===== src/rtl/node_pkg.sv =====
// Shared definitions for the sequential recursion / minimisation nodes.
package node_pkg;

    // Default datapath width for generated nodes.
    localparam int NODE_WIDTH = 16;

    // Control states shared by the sequential nodes.
    typedef enum logic [1:0] {
        IDLE = 2'd0,
        RUN  = 2'd1,
        DONE = 2'd2
    } node_state_t;

endpackage : node_pkg


===== src/rtl/node_r_step.sv =====
// Step function g(k,acc,a,b) = acc + b for the recursion node, plus the
// counter decrement and zero detect that drive the control FSM.
module node_r_step #(
    parameter int WIDTH = 16
) (
    input  logic [WIDTH-1:0] acc_i,
    input  logic [WIDTH-1:0] b_i,
    input  logic [WIDTH-1:0] cnt_i,
    output logic [WIDTH-1:0] acc_nxt_o,
    output logic [WIDTH-1:0] cnt_nxt_o,
    output logic             cnt_zero_o
);

    // One iteration: wrapping add and counter decrement.
    always_comb begin
        acc_nxt_o  = acc_i + b_i;
        cnt_nxt_o  = cnt_i - WIDTH'(1);
        cnt_zero_o = (cnt_i == '0);
    end

endmodule : node_r_step


===== src/rtl/node_r_mulacc.sv =====
// Primitive-recursion node R(f,g): RES = IN0 + IN1*IN2 (mod 2^WIDTH),
// computed by IN2 iterated additions under an ST/RD level handshake.
module node_r_mulacc
    import node_pkg::*;
#(
    parameter int WIDTH = NODE_WIDTH
) (
    input  logic             RST,
    input  logic             ST,
    input  logic             CLK,
    output logic             RD,
    output logic [WIDTH-1:0] RES,
    input  logic [WIDTH-1:0] IN0,
    input  logic [WIDTH-1:0] IN1,
    input  logic [WIDTH-1:0] IN2
);

    node_state_t      state_q, state_d;
    logic [WIDTH-1:0] acc_q, b_q, cnt_q, res_q;
    logic [WIDTH-1:0] acc_nxt, cnt_nxt;
    logic             cnt_zero;

    node_r_step #(.WIDTH(WIDTH)) u_step (
        .acc_i      (acc_q),
        .b_i        (b_q),
        .cnt_i      (cnt_q),
        .acc_nxt_o  (acc_nxt),
        .cnt_nxt_o  (cnt_nxt),
        .cnt_zero_o (cnt_zero)
    );

    // State register.
    always_ff @(posedge CLK or posedge RST) begin
        if (RST) state_q <= IDLE;
        else     state_q <= state_d;
    end

    // Next-state logic; a low ST in RUN aborts even on the finishing edge.
    always_comb begin
        state_d = state_q;
        case (state_q)
            IDLE:    if (ST) state_d = RUN;
            RUN:     if (!ST) state_d = IDLE;
                     else if (cnt_zero) state_d = DONE;
            DONE:    if (!ST) state_d = IDLE;
            default: state_d = IDLE;
        endcase
    end

    // Outputs: RD decodes registered state only, RES is a register.
    always_comb begin
        RD  = (state_q == DONE);
        RES = res_q;
    end

    // Datapath: operands captured only on IDLE->RUN, iterate while RUN holds.
    always_ff @(posedge CLK or posedge RST) begin
        if (RST) begin
            acc_q <= '0;
            b_q   <= '0;
            cnt_q <= '0;
            res_q <= '0;
        end else begin
            case (state_q)
                IDLE: if (ST) begin
                    acc_q <= IN0;
                    b_q   <= IN1;
                    cnt_q <= IN2;
                end
                RUN: if (ST) begin
                    if (cnt_zero) begin
                        res_q <= acc_q;
                    end else begin
                        acc_q <= acc_nxt;
                        cnt_q <= cnt_nxt;
                    end
                end
                default: ;
            endcase
        end
    end

endmodule : node_r_mulacc


===== config.mk =====
export PLATFORM = sky130hd
export DESIGN_NAME = node_r_mulacc
export DESIGN_NICKNAME = d
export VERILOG_FILES = /design/src/rtl/node_pkg.sv /design/src/rtl/node_r_step.sv /design/src/rtl/node_r_mulacc.sv
export SDC_FILE = /design/constraint.sdc
export NUM_CORES = 1
export LEC_CHECK = 0
export CAP_MARGIN = 20
export CORE_ASPECT_RATIO = 0.6
export CORE_MARGIN = 5
export CORE_UTILIZATION = 45
export CTS_CLUSTER_DIAMETER = 40
export CTS_CLUSTER_SIZE = 30
export DETAILED_ROUTE_END_ITERATION = 12
export PLACE_DENSITY = 0.73
export SLEW_MARGIN = 20
export SYNTH_ARGS = -nofsm -noshare
export SYNTH_HDL_FRONTEND = slang
export SYNTH_SLANG_ARGS = --single-unit
export TNS_END_PERCENT = 1

===== constraint.sdc =====
create_clock -name CLK -period 2.3 [get_ports CLK]
set_clock_uncertainty 0.05 [all_clocks]
set_input_delay 0.345 -clock CLK [delete_from_list [all_inputs] [get_ports CLK]]
set_output_delay 0.345 -clock CLK [all_outputs]
set_load 0.005 [all_outputs]

### After elaboration in Yosys (flattened, before gate mapping)

Index checks and enable logic that the tools add are counted.

| operators by class | value |
|---|---|
| add/subtract/negate cells | 2 |
| equality and inequality tests | 7 |
| mux-type cells | 13 |
| reductions and logical operators | 7 |

Operators with widths:

| kind | count |
|---|---|
| 16-bit 2-to-1 mux | 6 |
| 16-bit one-hot mux with 2 select lines | 2 |
| 16-bit adder | 1 |
| 16-bit logical NOT | 1 |
| 16-bit by 1-bit subtractor with 16-bit output (second input constant) | 1 |
| 2-bit 2-to-1 mux | 4 |
| 2-bit inequality test (second input constant) | 4 |
| 2-bit one-hot mux with 3 select lines | 1 |
| 3-bit AND reduction | 2 |
| 4-bit AND reduction | 1 |
| 3-bit inequality test (second input constant) | 1 |
| 2-bit by 1-bit == test with 1-bit output (second input constant) | 1 |
| 2-bit == test (second input constant) | 1 |
| 2-bit logical NOT | 1 |
| 2-bit AND reduction | 1 |
| 2-bit nonzero test | 1 |

| storage, ports and cells | value |
|---|---|
| bits in registers | 66 |
| output and inout port bits | 17 |
| word-level logic and storage cells | 34 |

### Depth between registers and ports, before layout

| logic depth | value |
|---|---|
| word-level depth | 4 |
| mapped depth | 11 |

### Cells and area by module

From an unflattened synthesis, not the netlist that was laid out.

| unflattened totals | value |
|---|---|
| cells, all modules | 357 |
| area total of the unflattened synthesis | 3960.0 µm² |

Modules (own cells, without submodules):

| module | instances | cells each | area each (µm²) | seq. area each (µm²) |
|---|---|---|---|---|
| node_r_mulacc | 1 | 225 | 2941.6 | 1651.6 |
| node_r_step | 1 | 132 | 1018.5 | 0.0 |

### Least setup slack after synthesis

OpenSTA, ideal clock, no wires.

| path | value |
|---|---|
| path type | register to register |
| start point | register acc_q[0] |
| end point | register acc_q[12] |
| arrival time | 2.270 ns |
| setup slack | -0.140 ns |
| cell stages (with the launch flop) | 9 |
| buffers on the path | 0 |
| clock period less this slack | 2.440 ns |
| cell sequence | dfrtp_1 ha_1 fa_1 a21o_1 a221oi_2 o21ai_0 a221oi_1 mux2i_1 nor2_1 |

| on the way | value |
|---|---|
| cells in the longest elaborated chain, start to end | 4 |

Ends and longest elaborated chain:

| what | line | text |
|---|---|---|
| start: declaration | node_r_mulacc.sv:19 | `logic [WIDTH-1:0] acc_q, b_q, cnt_q, res_q;` |
| start signal: assignment | node_r_mulacc.sv:74 | `acc_q <= acc_nxt;` |
| 16-bit adder | node_r_step.sv:16 | `acc_nxt_o = acc_i + b_i;` |
| 16-bit 2-to-1 mux | node_r_mulacc.sv:71 | `if (cnt_zero) begin` |
| 16-bit 2-to-1 mux | node_r_mulacc.sv:70 | `RUN: if (ST) begin` |
| 16-bit one-hot mux with 2 select lines | node_r_mulacc.sv:64 | `case (state_q)` |

No other way between the ends. The select of a mux whose other input is x is not followed.
A chain may end at the register's enable or synchronous reset.

### Worst setup path after layout

Ends and elaborated chain as after synthesis.

==> flow_metrics.py <==
metrics = {
    "clock_network": {
        "cts_buffers": 9,
        "tritoncts": "built",
        "cts-root-buf": "clkbuf_16",
        "clkSinkCount": 66,
        "clock_path_buffers": 2,
        "htree_num_levels": 3,
        "clk_pin_slew_ps": 50,
        "clk-insertion-delay-late_ps": 330,
    },
    "critical_path": {
        "r2r-end": "acc_q[12]",
        "crit_chain": "ha_2, fa_2, a21o_1, a221oi_4, o21ai_2, a221oi_2, mux2i_1, nor2_1",
        "worst_path_max_delay_cell": "dfrtp_1",
        "crit_path_max_fanout": 3,
        "worst-r2r-setup-slack_ps": 9,
        "path_buf_inv": 0,
        "worst_setup_path_start_kind": "flip-flop",
        "cp_slowest_stage_delay_ps": 390,
        "crit_type": "reg -> reg",
        "worstPathRequired_ps": 2470,
        "arrival_ps": 2460,
        "critPathCaptureType": "flip-flop",
        "reg2reg_depth": 8,
        "startpoint": "acc_q[0]",
        "crit_family": "compound AO/OA/AOI/OAI gates",
        "worstReg2RegStart": "acc_q[0]",
    },
    "sta": {
        "timing.final.crit_share_pct": 99.62,
        "max_freq_ghz": 0.4365,
        "maxSlewHeadroom_pct": 74.72,
        "finalHoldViolations": 0,
        "hold_slack_ps": 342.5,
        "worst_pin_slew_ps": 379.2,
        "finalSetupViolations": 0,
        "drv_slew": 0,
        "rsz0062_at_grt": "yes",
        "fin_crit_ps": 2291,
    },
    "synth": {
        "ys_seq_area_share_pct": 43.80,
        "syn_inst": 390,
        "synth_enable_flop_cells": 0,
        "synth_nets": 459,
        "synth_warnings": 0,
        "ys_ff_latch": 66,
        "ys_types": 56,
        "syn-cell-area_um2": 3771,
        "syn_avg_cell_area_um2": 9.670,
        "async_flop_share_pct": 100.0,
        "synth_flop_cell": "dfrtp_1",
    },
    "floorplan": {
        "rows": 25,
        "coreArea_um2": 8008,
        "pin_count": 68,
        "die_w_um": 128.2,
        "start_util_pct": 47.09,
        "dieArea_um2": 10370,
        "dieHeight_um": 80.91,
    },
    "placed_design": {
        "place.gp.congestion": 0.9391,
        "hpwlAfterDp_mm": 7.190,
        "place_area_um2": 4721,
        "port_buffers": 67,
    },
    "final_layout": {
        "fin_nets": 540,
        "final_cell_mix": "clkdlybuf4s50_1 (67), dfrtp_1 (66), nor2_1 (37), nand2_1 (32), mux2_2 (31)",
        "multiInputGateArea_um2": 2036,
        "regArea_um2": 1652,
        "area_growth_pct": 32.65,
        "final_common_cell": "clkdlybuf4s50_1",
        "design_area_um2": 5002,
        "drive_gt1_share_pct": 17.09,
        "antenna_cells": 0,
        "nFillCells": 676,
    },
    "global_routing": {
        "grt_overflow": 0,
        "grt_pass1_wl_mm": 16.44,
        "grt_usage_pct": 20.26,
        "grt_pass1_vias": 3233,
        "grt_max_degree": 67,
        "grt_antenna_before_repair": 0,
    },
    "power": {
        "p_leak_nw": 2.243,
        "max-vdd-ir-drop_mv": 0.3573,
        "powerDensity_nw_per_um2": 870.0,
    },
    "detailed_routing": {
        "wl_per_cell_um": 17.18,
        "first_pass_iters": 6,
        "drtIter0Drc": 239,
        "drc": 0,
        "viasPerCell": 5.696,
        "via_count": 3315,
        "wl_mm": 10.00,
        "ant_nets": 0,
    },
    "job": {
        "maxCapViolations": 0,
    },
    "hold_path": {
        "hp-class": "in -> async",
    },
    "run_status": {
        "outcome": "completed",
    },
}
## state kept, by name (all words and copies together) (netlist names)
signal	cells
state_q	2
b_q	16
RES	16
acc_q	16
cnt_q	16
## power by group
group / switching [mW] / internal (mW) / total, mW / leakage [nW]
clock: 0.457 / 0.747 / 1.20 / 0.123
sequential: 0.177 / 1.35 / 1.53 / 0.822
combinational: 0.841 / 0.780 / 1.62 / 1.30
total: 1.47 / 2.88 / 4.35 / 2.24
## layer usage
metal / vias to the layer above / track usage [%] / share of wire, % / wire length, um
li1: 1587 / - / - / -
met1: 1574 / 30.12 / 50 / 5013
met2: 141 / 28.50 / 42 / 4159
met3: 13 / 5.650 / 7.3 / 727
met4: 0 / 6.144 / 1.0 / 100
met5: - / 0 / 0 / 0
## cell type report
class / count / share of cell area (%)
Multi-Input combinational cell: 295 / 40.70
Sequential cell: 66 / 33.02
Timing Repair Buffer: 89 / 17.71
Clock buffer: 14 / 5.078
Tap cell: 108 / 2.701
Inverter: 10 / 0.8004
## per-stage QoR
stage	utilization, %	worst slack [ps]	power (mW)	setup TNS [ps]	cells
floorplan	-	42.07	2.610	0	390
global placement	58.95	-60.68	3.041	-95.52	566
detailed placement	58.95	-113.5	3.088	-212.7	566
CTS	62.28	-8.088	4.334	-8.088	581
global route	62.47	-49.68	4.619	-116.3	582
finish	62.47	8.791	4.352	0	582
## worst min-delay path, stage by stage
cell and delay, ps:
clkdlybuf4s50_1 420, inv_2 70, buf_12 300
## what timing repair did
action                     in CTS  in global routing
pin swaps                       5                  3
hold buffers                    0                  0
setup buffers                   1                  1
resized for setup               2                  2
setup endpoints to repair       4                  6
cloned                          0                  0
## logic make-up after synthesis
logic type	count (synthesis)	share of synthesized area [%]
and+or+nand+nor	123	16.03
xor gates and xnor gates	6	1.394
buffers and inverters	29	3.185
adders and majority gates	18	6.171
DFF	66	43.80
muxes	36	10.58
AOI/OAI and AO/OA	112	18.85
## cell usage after synthesis, drive strengths merged (3+ instances only)
master	instances	share of area [%]
o21ai	32	4.2
nand3	12	1.7
ha	17	5.6
mux2i	5	1.3
buf	5	0.73
nor2	37	3.7
a21o	11	2.2
nor2b	3	0.50
inv	10	1.1
clkbuf	14	1.4
and3	9	1.5
o22ai	5	0.83
a31oi	5	0.83
a211oi	4	0.80
nor4	4	1.1
xnor2	3	0.70
mux2	31	9.3
a21oi	28	3.7
a22oi	6	1.2
xor2	3	0.70
nor3	14	2.0
dfrtp	66	44
nand2	33	3.4
nand2b	4	0.66
## worst max path at each step
stage,to,cells after the start
detailed placement,acc_q[12],8
CTS,acc_q[12],8
global route,acc_q[12],8
floorplan,acc_q[14],8
finish,acc_q[12],8
global placement,acc_q[12],8
No activity file was read; power rests on OpenSTA's default activity.
